===== src/rtl/session_pkg.sv =====
// Shared types and constants for the session controller: FSM state encoding
// (matching the st1 codes the timer sees, plus CHECK) and keypad control codes.
package session_pkg;

  typedef enum logic [2:0] {
    ST_IDLE  = 3'd0,
    ST_ENTRY = 3'd1,
    ST_SHOW  = 3'd2,
    ST_FAULT = 3'd3,
    ST_CHECK = 3'd4
  } state_e;

  localparam logic [3:0] KEY_CLR = 4'hA;
  localparam logic [3:0] KEY_ENT = 4'hB;

  // CHECK is reported to the timer as part of the entry phase.
  function automatic logic [1:0] st1_code(input state_e s);
    case (s)
      ST_IDLE:            st1_code = 2'd0;
      ST_ENTRY, ST_CHECK: st1_code = 2'd1;
      ST_SHOW:            st1_code = 2'd2;
      default:            st1_code = 2'd3;
    endcase
  endfunction

endpackage


===== src/rtl/id_entry_buf.sv =====
// Keypad ID shift register: new digits enter the LS nibble, so the first digit
// typed ends up in the MS nibble once the buffer is full.
module id_entry_buf #(
  parameter int DIGITS = 4
) (
  input  logic                  clk,
  input  logic                  rst,
  input  logic                  shift,
  input  logic                  clear,
  input  logic [3:0]            digit,
  output logic [4*DIGITS-1:0]   id_buf,
  output logic [2:0]            digit_cnt,
  output logic                  full
);

  localparam int W = 4 * DIGITS;

  logic [W-1:0] buf_q, buf_d;
  logic [2:0]   cnt_q, cnt_d;

  assign full      = (cnt_q == 3'(DIGITS));
  assign id_buf    = buf_q;
  assign digit_cnt = cnt_q;

  always_comb begin
    buf_d = buf_q;
    cnt_d = cnt_q;
    if (clear) begin
      buf_d = '0;
      cnt_d = '0;
    end else if (shift && !full) begin
      buf_d = {buf_q[W-5:0], digit};
      cnt_d = cnt_q + 3'd1;
    end
  end

  always_ff @(posedge clk) begin
    if (rst) begin
      buf_q <= '0;
      cnt_q <= '0;
    end else begin
      buf_q <= buf_d;
      cnt_q <= cnt_d;
    end
  end

endmodule


===== src/rtl/session_ctrl.sv =====
// Session controller: collects a keypad ID, checks it against ref_id with a
// retry limit, and sequences the timeout timer through st1 / tmr_rst_n.
module session_ctrl
  import session_pkg::*;
#(
  parameter int ID_DIGITS = 4,
  parameter int MAX_TRIES = 3,
  parameter int FAULT_CYC = 16
) (
  input  logic                   clk,
  input  logic                   rst,
  input  logic                   card_in,
  input  logic                   key_valid,
  input  logic [3:0]             key_code,
  input  logic [4*ID_DIGITS-1:0] ref_id,
  input  logic                   time_max_id,
  input  logic                   time_max_exb,
  output logic [1:0]             st1,
  output logic                   id_typed,
  output logic                   id_err,
  output logic [2:0]             digit_cnt,
  output logic                   tmr_rst_n
);

  localparam int ATW = $clog2(MAX_TRIES + 1);
  localparam int FCW = (FAULT_CYC > 1) ? $clog2(FAULT_CYC) : 1;

  state_e           state_q, state_d;
  logic [ATW-1:0]   attempts_q, attempts_d;
  logic [FCW-1:0]   fault_cnt_q, fault_cnt_d;
  logic [1:0]       st1_q, st1_d;
  logic             id_typed_q, id_typed_d;
  logic             id_err_q, id_err_d;
  logic             tmr_rst_n_q, tmr_rst_n_d;

  logic                   buf_shift;
  logic                   buf_clear;
  logic                   buf_full;
  logic [4*ID_DIGITS-1:0] id_buf;

  id_entry_buf #(.DIGITS(ID_DIGITS)) u_buf (
    .clk       (clk),
    .rst       (rst),
    .shift     (buf_shift),
    .clear     (buf_clear),
    .digit     (key_code),
    .id_buf    (id_buf),
    .digit_cnt (digit_cnt),
    .full      (buf_full)
  );

  always_comb begin
    state_d     = state_q;
    attempts_d  = attempts_q;
    fault_cnt_d = fault_cnt_q;
    id_typed_d  = 1'b0;
    id_err_d    = 1'b0;
    tmr_rst_n_d = 1'b1;
    buf_shift   = 1'b0;
    buf_clear   = 1'b0;

    case (state_q)
      ST_IDLE: begin
        buf_clear  = 1'b1;
        attempts_d = '0;
        if (card_in) state_d = ST_ENTRY;
      end
      ST_ENTRY: begin
        // The entry-window expiry wins over any key arriving in the same cycle.
        if (time_max_id) begin
          state_d     = ST_FAULT;
          fault_cnt_d = FCW'(FAULT_CYC - 1);
        end else if (key_valid) begin
          if (key_code <= 4'd9) begin
            buf_shift = 1'b1;
          end else if (key_code == KEY_CLR) begin
            buf_clear = 1'b1;
          end else if (key_code == KEY_ENT && buf_full) begin
            state_d = ST_CHECK;
          end
        end
      end
      ST_CHECK: begin
        if (time_max_id) begin
          state_d     = ST_FAULT;
          fault_cnt_d = FCW'(FAULT_CYC - 1);
        end else if (id_buf == ref_id) begin
          state_d    = ST_SHOW;
          id_typed_d = 1'b1;
        end else begin
          id_err_d  = 1'b1;
          buf_clear = 1'b1;
          if (attempts_q != ATW'(MAX_TRIES)) attempts_d = attempts_q + 1'b1;
          if (int'(attempts_q) + 1 >= MAX_TRIES) begin
            state_d     = ST_FAULT;
            fault_cnt_d = FCW'(FAULT_CYC - 1);
          end else begin
            state_d = ST_ENTRY;
          end
        end
      end
      ST_SHOW: begin
        if (time_max_exb) begin
          state_d     = ST_IDLE;
          tmr_rst_n_d = 1'b0;
        end
      end
      default: begin
        if (fault_cnt_q == '0) begin
          state_d     = ST_IDLE;
          tmr_rst_n_d = 1'b0;
        end else begin
          fault_cnt_d = fault_cnt_q - 1'b1;
        end
      end
    endcase

    // Registered from the next state so st1 moves together with state_q.
    st1_d = st1_code(state_d);
  end

  always_ff @(posedge clk) begin
    if (rst) begin
      state_q     <= ST_IDLE;
      attempts_q  <= '0;
      fault_cnt_q <= '0;
      st1_q       <= 2'd0;
      id_typed_q  <= 1'b0;
      id_err_q    <= 1'b0;
      tmr_rst_n_q <= 1'b1;
    end else begin
      state_q     <= state_d;
      attempts_q  <= attempts_d;
      fault_cnt_q <= fault_cnt_d;
      st1_q       <= st1_d;
      id_typed_q  <= id_typed_d;
      id_err_q    <= id_err_d;
      tmr_rst_n_q <= tmr_rst_n_d;
    end
  end

  assign st1       = st1_q;
  assign id_typed  = id_typed_q;
  assign id_err    = id_err_q;
  assign tmr_rst_n = tmr_rst_n_q;

endmodule


===== config.mk =====
export PLATFORM = sky130hd
export DESIGN_NAME = session_ctrl
export DESIGN_NICKNAME = d
export VERILOG_FILES = /design/src/rtl/session_pkg.sv /design/src/rtl/id_entry_buf.sv /design/src/rtl/session_ctrl.sv
export SDC_FILE = /design/constraint.sdc
export NUM_CORES = 1
export LEC_CHECK = 0
export BUFFER_PORTS_ARGS = -buffer_cell sky130_fd_sc_hd__buf_2
export CAP_MARGIN = 20
export CORE_UTILIZATION = 50
export DETAILED_ROUTE_END_ITERATION = 8
export PLACE_DENSITY = 0.77
export SLEW_MARGIN = 10
export SYNTH_ARGS = -nofsm -noshare
export SYNTH_HDL_FRONTEND = slang
export SYNTH_SLANG_ARGS = --single-unit

===== constraint.sdc =====
create_clock -name clk -period 2.3 [get_ports clk]
set_clock_uncertainty 0.2 [all_clocks]
set_input_delay 0.69 -clock clk [delete_from_list [all_inputs] [get_ports clk]]
set_output_delay 0.69 -clock clk [all_outputs]
set_load 0.05 [all_outputs]

==> out/metrics.yaml, run 1 <==
sta:
  rsz0062_at_grt: "false"
  finalCritPeriodShare: 0.923
  tns_ns: 0
  fin_crit_ns: 2.12
  finalSetupViolCount: 0
  worst_pin_slew_ns: 0.542
  finalHoldViolCount: 0
  timing.final.max_slew_violations: 0
  relSlewSlack: 0.637
  fmax_mhz: 471
power:
  p_total_w: 0.00119
  p_leak_nw: 0.948
  p_per_area_nw_per_um2: 573
  ir_worst_vdd_v: 0.000349
global_routing:
  grt_max_degree: 20
  antenna_found_initial: 0
  grt_pass1_wl_um: 5730
  grt_use_total: 0.213
  grt-ovfl-total: 0
  grt_pass1_vias: 1313
yosys:
  synth_edf_count: 0
  async_flop_share: 0
  synth_cell_types: 42
  synth.avg_cell_area_um2: 9.20
  synthFlopType: "dfxtp_1"
  synth_area_um2: 1760
  synthCells: 191
  synth_seq_cells: 33
  ys.warnings.count: 0
  yosysSeqAreaShare: 0.376
  syn-num-nets: 223
clock_tree:
  clkLatencyLatePin_ns: 0.34
  cts_root_buf: "clkbuf_4"
  cts_hold_buf: 0
  clockBufferDepth: 2
  post_cts.repair.setup_buffers: 0
  clk_pin_slew_ns: 0.10
  ctsResizeCount: 0
  cts.sinks: 33
  cts-buffers-inserted: 5
  cts_tree: "done"
  h-tree-depth: 2
routing:
  drc: 0
  drtIter0Drc: 83
  routed_wl_um: 3440
  via_per_inst: 5.24
  wl_per_cell_um: 12.4
  ant_nets: 0
  num_vias: 1458
  dr.pass1.iters: 4
layout:
  fillCellCount: 286
  layout-drive-gt1-share: 0.259
  nets: 264
  syn_to_final_growth_pct: 18.4
  stdcell_count: 278
  diodes: 0
place:
  io_buffers: 33
  gp_congestion: 0.873
  dp_hpwl_um: 2560
  placedCellCount: 271
floorplan:
  die_y_um: 61.3
  die_w_um: 61.3
  rows: 21
  core_area_um2: 3360
  die_area_um2: 3750
  start_util: 0.522
  pin_count: 34
setup_path:
  setup.worst_path.start: "fault_cnt_q[0]"
  r2r_end: "fault_cnt_q[3]"
  ff2ff_path_depth: 8
  cp-start-kind: "register"
  crit_path_max_fanout: 5
  endpoint_kind: "register"
  cp.arrival_ns: 2.17
  crit_required_ns: 2.34
  path_class: "reg -> reg"
  worstSetupEndpoint: "fault_cnt_q[3]"
  timing.rr.start: "fault_cnt_q[0]"
  r2r_slack_ns: 0.18
status:
  status: "finished, final reports clean"
flow_run:
  drv_cap: 0
hold_path:
  hold_path_class: "reg -> reg"
==> per-layer routing <==
layer | track usage | vias up | wire (um) | share of wire
met2 | 0.332 | 31 | 1560 | 0.45
met4 | 0.0682 | 0 | 36 | 0.010
met1 | 0.275 | 679 | 1710 | 0.50
li1 | - | 744 | - | -
met5 | 0 | - | 0 | 0
met3 | 0.0777 | 4 | 131 | 0.038
==> flip-flops by register name, summed over array words and instances (netlist names), 2 cells and up <==
| name | flops |
|---|---|
| attempts_q | 2 |
| fault_cnt_q | 4 |
| st1 | 2 |
| state_q | 3 |
| u_buf.digit_cnt | 3 |
| u_buf.id_buf | 16 |
==> worst min path at each step <==
stage | startpoint | end | slack (ns) | cells after the start
CTS | fault_cnt_q[1] | fault_cnt_q[1] | 0.31 | 2
global placement | fault_cnt_q[1] | fault_cnt_q[1] | 0.28 | 2
floorplan | fault_cnt_q[1] | fault_cnt_q[1] | 0.26 | 2
finish | fault_cnt_q[1] | fault_cnt_q[1] | 0.31 | 2
detailed placement | attempts_q[0] | attempts_q[0] | 0.29 | 2
global route | fault_cnt_q[1] | fault_cnt_q[1] | 0.35 | 2
==> critical path, cell delays in order, from the launching register on <==
cell	delay (ns)
dfxtp_1	0.34
inv_1	0.08
ha_1	0.22
or3b_2	0.53
nor2_1	0.13
a211o_1	0.13
buf_4	0.11
nor2_1	0.04
a2111oi_2	0.25
==> cell families (layout without fill, tap and decap cells) <==
logic type	after synthesis	count (layout)	synth area share
muxes	19	19	0.108
buffers and inverters	17	58	0.0491
xor gates and xnor gates	19	19	0.0947
adders and majority gates	6	6	0.0427
AOI/OAI and AO/OA	23	23	0.110
DFF	33	33	0.376
and+or+nand+nor	74	74	0.219
==> cell type report <==
| class | instances | area (um2) | share of cell area |
|---|---|---|---|
| clock inverters | 2 | 35.0 | 0.0168 |
| flip-flops and latches | 33 | 661 | 0.317 |
| well taps | 46 | 57.6 | 0.0277 |
| multi-input cells | 141 | 1010 | 0.488 |
| repair buffers | 41 | 238 | 0.114 |
| inverters | 10 | 37.5 | 0.0180 |
| clock buffers | 5 | 37.5 | 0.0180 |
==> layout by cell type (no fill, tap or decap), types with 6 or more instances in the layout <==
cell type and instances:
inv_1 10, nand2_1 7, nor2_1 32, nor3_1 7, ha_1 6, buf_4 7
dfxtp_1 33, mux2i_1 19, buf_2 33, xnor2_1 18
==> synthesized netlist by cell type, types with 2 or more instances <==
cell type,n,share of area
mux2i_1,19,0.11
a211oi_1,3,0.013
nand4_1,4,0.014
xnor2_1,18,0.090
nand3b_1,5,0.021
o21a_1,3,0.013
nor2_1,32,0.068
or2_2,3,0.011
o21ai_0,2,0.0057
nor3_1,7,0.020
buf_2,3,0.0085
nand2_1,7,0.015
ha_1,6,0.043
buf_6,2,0.013
nor3b_1,2,0.0085
a21oi_1,3,0.0085
dfxtp_1,33,0.38
or3b_2,2,0.010
inv_1,10,0.021
nand3_1,5,0.014
==> stage by stage <==
stage / setup slack [ns] / hold WS, ns / util / area (um2)
CTS: 0.151 / 0.312 / 0.617 / 2080
finish: 0.177 / 0.309 / 0.619 / 2080
detailed placement: -0.0852 / 0.295 / 0.596 / 2000
global placement: -0.0195 / 0.285 / 0.596 / 2000
global route: 0.0192 / 0.345 / 0.619 / 2080
floorplan: 0.0844 / 0.258 / - / 1760
==> report_power, final <==
| group | internal (W) | switching [W] |
|---|---|---|
| Sequential | 0.000583 | 0.0000130 |
| Clock | 0.000221 | 0.000197 |
| Combinational | 0.0000791 | 0.0000981 |
No activity file was read; power rests on OpenSTA's default activity.
==> run 2: changes to the inputs <==
--- a/config.mk
+++ b/config.mk
@@ -7,9 +7,11 @@
 export LEC_CHECK = 0
 export BUFFER_PORTS_ARGS = -buffer_cell sky130_fd_sc_hd__buf_2
 export CAP_MARGIN = 20
+export CORE_ASPECT_RATIO = 1.75
 export CORE_UTILIZATION = 50
 export DETAILED_ROUTE_END_ITERATION = 8
-export PLACE_DENSITY = 0.77
+export GPL_TIMING_DRIVEN = 0
+export PLACE_DENSITY = 0.73
 export SLEW_MARGIN = 10
 export SYNTH_ARGS = -nofsm -noshare
 export SYNTH_HDL_FRONTEND = slang
==> run 2 against run 1 <==
Effect of this change:
- final area shrank 0.48%
- first-iteration DRC count shrank 65%
- sequential cell count is the same
- utilization shrank 0.30 points
- maximum frequency shrank 2.4%
- final cell count is the same
- highest routed layer unchanged
- combinational power is essentially flat
- critical path depth shrank 1
- register-to-register slack gained 0.03 ns
- sequential power shrank 0.7%
- total power shrank 0.60%
==> out/metrics.yaml, run 2 (synthesized netlist as in run 1, its figures left out) <==
power:
  p_seq_frac: 0.500  # about the same
  p_per_area_nw_per_um2: 572  # was 573 nW/um2
  p_sw_w: 0.000314  # was 0.000308 W
  intPower_w: 0.000871  # was 0.000884 W
  power_frac_comb: 0.152  # was 0.149
  ir_worst_vdd_v: 0.000450  # was 0.000349 V
  p_clk_frac: 0.348  # was 0.351
  p_leak_nw: 0.945  # was 0.948 nW
  switching_share: 0.265  # was 0.258
sta:
  timing.final.max_slew_violations: 0  # unchanged
  fmax_mhz: 460  # was 471 MHz
  setup_ws_ns: 0.125  # was 0.177 ns
  tns_ns: 0  # unchanged
  rsz0062_at_grt: "false"  # unchanged
  finalHoldViolCount: 0  # unchanged
  fin_crit_ns: 2.17  # was 2.12 ns
  finalCritPeriodShare: 0.946  # was 0.923
  relSlewSlack: 0.699  # was 0.637
  finalSetupViolCount: 0  # unchanged
  worst_pin_slew_ns: 0.451  # was 0.542 ns
setup_path:
  slowest_delay_ns: 0.66  # was 0.53 ns
  ff2ff_path_depth: 7  # was 8
  cp.arrival_ns: 2.15  # was 2.17 ns
  r2r_end: "st1[0]"  # was fault_cnt_q[3]
  cp.depth: 7  # was 8
  cp_top_family: "simple AND/OR/NAND/NOR gates"  # unchanged
  worstSetupEndpoint: "attempts_q[1]"  # was fault_cnt_q[3]
  cp_num_buf_inv: 2  # unchanged
  crit_path_max_fanout: 7  # was 5
  path_class: "in -> reg"  # was reg -> reg
  crit_chain: "buf_2 > xnor2_1 > nand4_1 > nor4_4 > buf_4 > or4b_2 > mux2i_1"  # was inv_1 > ha_1 > or3b_2 > nor2_1 > a211o_1 > buf_4 > nor2_1 > a2111oi_2
  crit_required_ns: 2.27  # was 2.34 ns
  r2r_slack_ns: 0.21  # was 0.18 ns
  cpMaxStageDelayCell: "or4b_2"  # was or3b_2
  timing.rr.start: "fault_cnt_q[0]"  # unchanged
  endpoint_kind: "register"  # unchanged
  setup.worst_path.start: "ref_id[14]"  # was fault_cnt_q[0]
  cp-start-kind: "input port"  # was register
status:
  status: "finished, final reports clean"  # unchanged
layout:
  largest_register_ffs: 16  # unchanged
  layout_commonest_cell: "buf_2"
  stdcell_count: 278  # unchanged
  syn_to_final_growth_pct: 17.9  # was 18.4%
  nets: 264  # unchanged
  diodes: 0  # unchanged
  fillCellCount: 331  # was 286
  layout-drive-gt1-share: 0.249  # was 0.259
  stdcell_area_um2: 2070  # was 2080 um2
  layout_common_cells: "buf_2 (35), dfxtp_1 (33), nor2_1 (32)"  # was dfxtp_1 (33), buf_2 (33), nor2_1 (32)
place:
  place_area_um2: 1970  # was 2000 um2
  gp_congestion: 0.766  # was 0.873
  post-place-ws_ns: -0.363  # was -0.0852 ns
  io_buffers: 32  # was 33
  dp_hpwl_um: 2840  # was 2560 um
  placedCellCount: 268  # was 271
clock_tree:
  cts_tree: "done"  # unchanged
  h-tree-depth: 2  # unchanged
  clkLatencyLatePin_ns: 0.28  # was 0.34 ns
  cts_root_buf: "clkbuf_8"  # was clkbuf_4
  cts.sinks: 33  # unchanged
  cts-buffers-inserted: 5  # unchanged
  clockBufferDepth: 2  # unchanged
  ctsResizeCount: 0  # unchanged
  clk_pin_slew_ns: 0.06  # was 0.10 ns
routing:
  num_vias: 1478  # was 1458
  drtIter0Drc: 29  # was 83
  wl_per_cell_um: 13.4  # was 12.4 um
  ant_nets: 0  # unchanged
  routed_wl_um: 3730  # was 3440 um
  dr.pass1.iters: 4  # unchanged
  via_per_inst: 5.32  # was 5.24
  drc: 0  # unchanged
floorplan:
  die_w_um: 46.8  # was 61.3 um
  rows: 28  # was 21
  pin_count: 34  # unchanged
  start_util: 0.522  # unchanged
  die_area_um2: 3760  # was 3750 um2
  core_area_um2: 3360  # unchanged
  die_y_um: 80.4  # was 61.3 um
global_routing:
  grt_util_met1: 0.200  # was 0.275
  grt_pass1_wl_um: 5840  # was 5730 um
  grt_pass1_vias: 1411  # was 1313
  antenna_found_initial: 0  # unchanged
  met2_usage: 0.419  # was 0.332
  grt_max_degree: 11  # was 20
  grt-ovfl-total: 0  # unchanged
  globalRouteMet3Util: 0.0449  # was 0.0777
  grt_busiest_layer: "met2"  # unchanged
  grt_use_total: 0.221  # was 0.213
hold_path:
  hold_path_class: "reg -> reg"  # unchanged
  hp-start: "fault_cnt_q[1]"  # unchanged
flow_run:
  drv_cap: 0  # unchanged
==> run 2: cell types whose count changed in the layout (fill, tap and decap cells not counted), moves of 2 or more <==
cell | previous run | this run
buf_4 | 7 | 3
buf_6 | 0 | 2
clkbuf_8 | 0 | 5
clkbuf_4 | 5 | 0
clkbuf_1 | 0 | 2
buf_2 | 33 | 35
==> run 2: what timing repair did <==
| action | in CTS | in global routing |
|---|---|---|
| setup buffers | 2 | 0 |
| hold buffers | 0 | 0 |
| setup endpoints to repair | 13 | 0 |
==> run 2: worst min-delay path by stage <==
stage,slack [ns],to,cells after the start
CTS,0.30,fault_cnt_q[1],2
global route,0.33,fault_cnt_q[1],2
finish,0.30,fault_cnt_q[1],2
detailed placement,0.29,fault_cnt_q[1],2
global placement,0.29,fault_cnt_q[1],2
floorplan,0.26,fault_cnt_q[1],2
==> run 2: routing by layer <==
layer	vias to the layer above	part of all wire
met1	688	0.39
met5	-	0
met3	9	0.039
li1	740	-
met4	0	0.025
met2	41	0.55
==> run 2: tightest hold or removal path, cell delays in order (launching register included) <==
cell	delay (ns)
dfxtp_1	0.31
inv_1	0.07
a211oi_1	0.06
==> run 2: cell type report <==
type / count / area (um2) / share of cell area
Multi-Input combinational cell: 141 / 1010 / 0.488
Clock inverter: 2 / 10.0 / 0.00483
Timing Repair Buffer: 34 / 175 / 0.0846
Clock buffer: 6 / 72.6 / 0.0350
Sequential cell: 33 / 661 / 0.319
Inverter: 10 / 37.5 / 0.0181
Buffer: 7 / 48.8 / 0.0236
Tap cell: 45 / 56.3 / 0.0272
==> run 2: per-stage QoR <==
stage | total power, W | hold WS [ns] | utilization
after floorplan | 0.000729 | 0.258 | -
after global placement | 0.000783 | 0.288 | 0.587
after detailed placement | 0.000784 | 0.287 | 0.587
after CTS | 0.00120 | 0.301 | 0.616
after global routing | 0.00124 | 0.326 | 0.616
final | 0.00118 | 0.296 | 0.616
==> run 2: power groups by stage <==
stage,Sequential (W),Combinational (W),Clock (W)
after global routing,0.000593,0.000196,0.000455
after CTS,0.000592,0.000180,0.000431
after detailed placement,0.000605,0.000179,0
after global placement,0.000605,0.000178,0
final,0.000592,0.000180,0.000412
after floorplan,0.000614,0.000115,0
==> run 3: changes to the inputs <==
--- a/config.mk
+++ b/config.mk
@@ -9,6 +9,7 @@
 export CAP_MARGIN = 20
 export CORE_ASPECT_RATIO = 1.75
 export CORE_UTILIZATION = 50
+export CTS_BUF_LIST = sky130_fd_sc_hd__clkbuf_4
 export DETAILED_ROUTE_END_ITERATION = 8
 export GPL_TIMING_DRIVEN = 0
 export PLACE_DENSITY = 0.73
==> run 3 against run 2 <==
Effect of this change:
- sequential power barely moved
- final area shrank 0.97%
- critical endpoint unchanged
- via count is 0.68% lower
==> out/metrics.yaml, run 3 (synthesized netlist as in run 1, its figures left out) <==
hold_path:
  hold_end: "fault_cnt_q[1]"  # unchanged
  hold_path_depth: 2  # unchanged
  hp-start: "fault_cnt_q[1]"  # unchanged
  hold_path_class: "reg -> reg"  # unchanged
power:
  p_per_area_nw_per_um2: 530  # was 572 nW/um2
  ir_worst_vdd_v: 0.000422  # was 0.000450 V
  p_leak_nw: 0.941  # was 0.945 nW
layout:
  layout_common_cells: "buf_2 (35), dfxtp_1 (33), nor2_1 (32)"  # unchanged
  seq_area_um2: 661  # unchanged
  fillCellCount: 334  # was 331
  diodes: 0  # unchanged
  layout-drive-gt1-share: 0.256  # was 0.249
  syn_to_final_growth_pct: 16.7  # was 17.9%
  stdcell_area_um2: 2050  # was 2070 um2
  stdcell_count: 279  # was 278
  largest_register_ffs: 16  # unchanged
  nets: 265  # was 264
  layout_commonest_cell: "buf_2"  # unchanged
  multi_input_area_um2: 1010  # unchanged
global_routing:
  grt_pass1_vias: 1398  # was 1411
  grt_pass1_wl_um: 5830  # was 5840 um
  grt-ovfl-total: 0  # unchanged
  grt_max_degree: 11  # unchanged
  antenna_found_initial: 0  # unchanged
  grt_use_total: 0.220  # was 0.221
floorplan:
  pin_count: 34  # unchanged
  start_util: 0.522  # unchanged
  die_area_um2: 3760  # unchanged
  core_area_um2: 3360  # unchanged
  rows: 28  # unchanged
  die_w_um: 46.8  # unchanged
  die_y_um: 80.4  # unchanged
flow_run:
  drv_cap: 0  # unchanged
place:
  place_area_um2: 1970  # unchanged
  io_buffers: 32  # unchanged
  dp_hpwl_um: 2840  # unchanged
  placedCellCount: 268  # unchanged
  gp_congestion: 0.766  # unchanged
  post-place-ws_ns: -0.363  # unchanged
clock_tree:
  cts_root_buf: "clkbuf_4"  # was clkbuf_8
  h-tree-depth: 2  # unchanged
  cts-buffers-inserted: 5  # unchanged
  clk_pin_slew_ns: 0.09  # was 0.06 ns
  clkLatencyLatePin_ns: 0.33  # was 0.28 ns
  cts_hold_buf: 0  # unchanged
  cts.sinks: 33  # unchanged
  clockBufferDepth: 2  # unchanged
  cts_tree: "done"  # unchanged
sta:
  worst_pin_slew_ns: 0.453  # was 0.451 ns
  rsz0062_at_grt: "false"  # unchanged
  finalHoldViolCount: 0  # unchanged
  finalSetupViolCount: 0  # unchanged
  timing.final.max_slew_violations: 0  # unchanged
  finalCritPeriodShare: 0.922  # was 0.946
  setup_ws_ns: 0.179  # was 0.125 ns
  fmax_mhz: 472  # was 460 MHz
  relSlewSlack: 0.698  # was 0.699
  fin_crit_ns: 2.12  # was 2.17 ns
routing:
  via_per_inst: 5.26  # was 5.32
  drtIter0Drc: 27  # was 29
  routed_wl_um: 3710  # was 3730 um
  drc: 0  # unchanged
  wl_per_cell_um: 13.3  # was 13.4 um
  dr.pass1.iters: 4  # unchanged
  ant_nets: 0  # unchanged
  num_vias: 1468  # was 1478
setup_path:
  path_class: "in -> reg"  # unchanged
  timing.rr.start: "fault_cnt_q[0]"  # unchanged
  ff2ff_path_depth: 7  # unchanged
  r2r_slack_ns: 0.21  # about the same
  cp-start-kind: "input port"  # unchanged
  crit_path_max_fanout: 6  # was 7
  crit_required_ns: 2.32  # was 2.27 ns
  cp.arrival_ns: 2.14  # was 2.15 ns
  r2r_end: "st1[0]"  # unchanged
  endpoint_kind: "register"  # unchanged
status:
  status: "finished, final reports clean"  # unchanged
-- run 3: layout make-up --
class	count	share of cell area
Clock buffer	6	0.0220
Clock inverter	2	0.00488
Buffer	7	0.0238
Multi-Input combinational cell	141	0.492
Tap cell	45	0.0275
Inverter	10	0.0183
Timing Repair Buffer	35	0.0891
Sequential cell	33	0.322
-- run 3: report_power, final --
group | internal [W] | switching [W] | leakage [nW] | total [W]
Combinational | 0.0000778 | 0.000102 | 0.638 | 0.000179
Clock | 0.000128 | 0.000188 | 0.0354 | 0.000316
Sequential | 0.000583 | 0.00000875 | 0.267 | 0.000592
Total | 0.000789 | 0.000299 | 0.941 | 0.00109
-- run 3: metrics by stage --
| step | hold slack, ns | setup TNS (ns) | total power, W | util |
|---|---|---|---|---|
| after CTS | 0.306 | 0 | 0.00111 | 0.603 |
| after global placement | 0.288 | -7.19 | 0.000783 | 0.587 |
| after detailed placement | 0.287 | -7.45 | 0.000784 | 0.587 |
| after floorplan | 0.258 | 0 | 0.000729 | - |
| final | 0.301 | 0 | 0.00109 | 0.610 |
| after global routing | 0.332 | 0 | 0.00115 | 0.610 |
-- run 3: critical path, cell delays in order --
cell and delay [ns]:
buf_2 0.10, xnor2_1 0.14, nand4_1 0.18, nor4_4 0.05
buf_4 0.17, or4b_2 0.66, mux2i_1 0.15
-- run 3: how the worst max path moves through the flow --
stage,slack [ns],endpoint,depth (start not counted),start
2_1_floorplan,0.08,u_buf.digit_cnt[0],7,u_buf.digit_cnt[0]
6_report,0.18,attempts_q[1],7,ref_id[14]
3_3_place_gp,-0.34,st1[0],6,ref_id[14]
4_1_cts,0.04,st1[0],6,ref_id[0]
5_1_grt,0.04,st1[0],7,fault_cnt_q[0]
3_5_place_dp,-0.36,st1[0],6,ref_id[14]
-- run 3: what timing repair did --
action,CTS,global route
pin swaps,1,1
buffers inserted,0,3
setup endpoints to repair,1,13
resized for setup,0,0
-- run 3: per-layer routing --
| metal | up-vias | GRT usage | share of wire |
|---|---|---|---|
| li1 | 748 | - | - |
| met1 | 681 | 0.197 | 0.39 |
| met2 | 34 | 0.422 | 0.56 |
| met3 | 5 | 0.0449 | 0.033 |
| met4 | 0 | 0.109 | 0.021 |
| met5 | - | 0 | 0 |
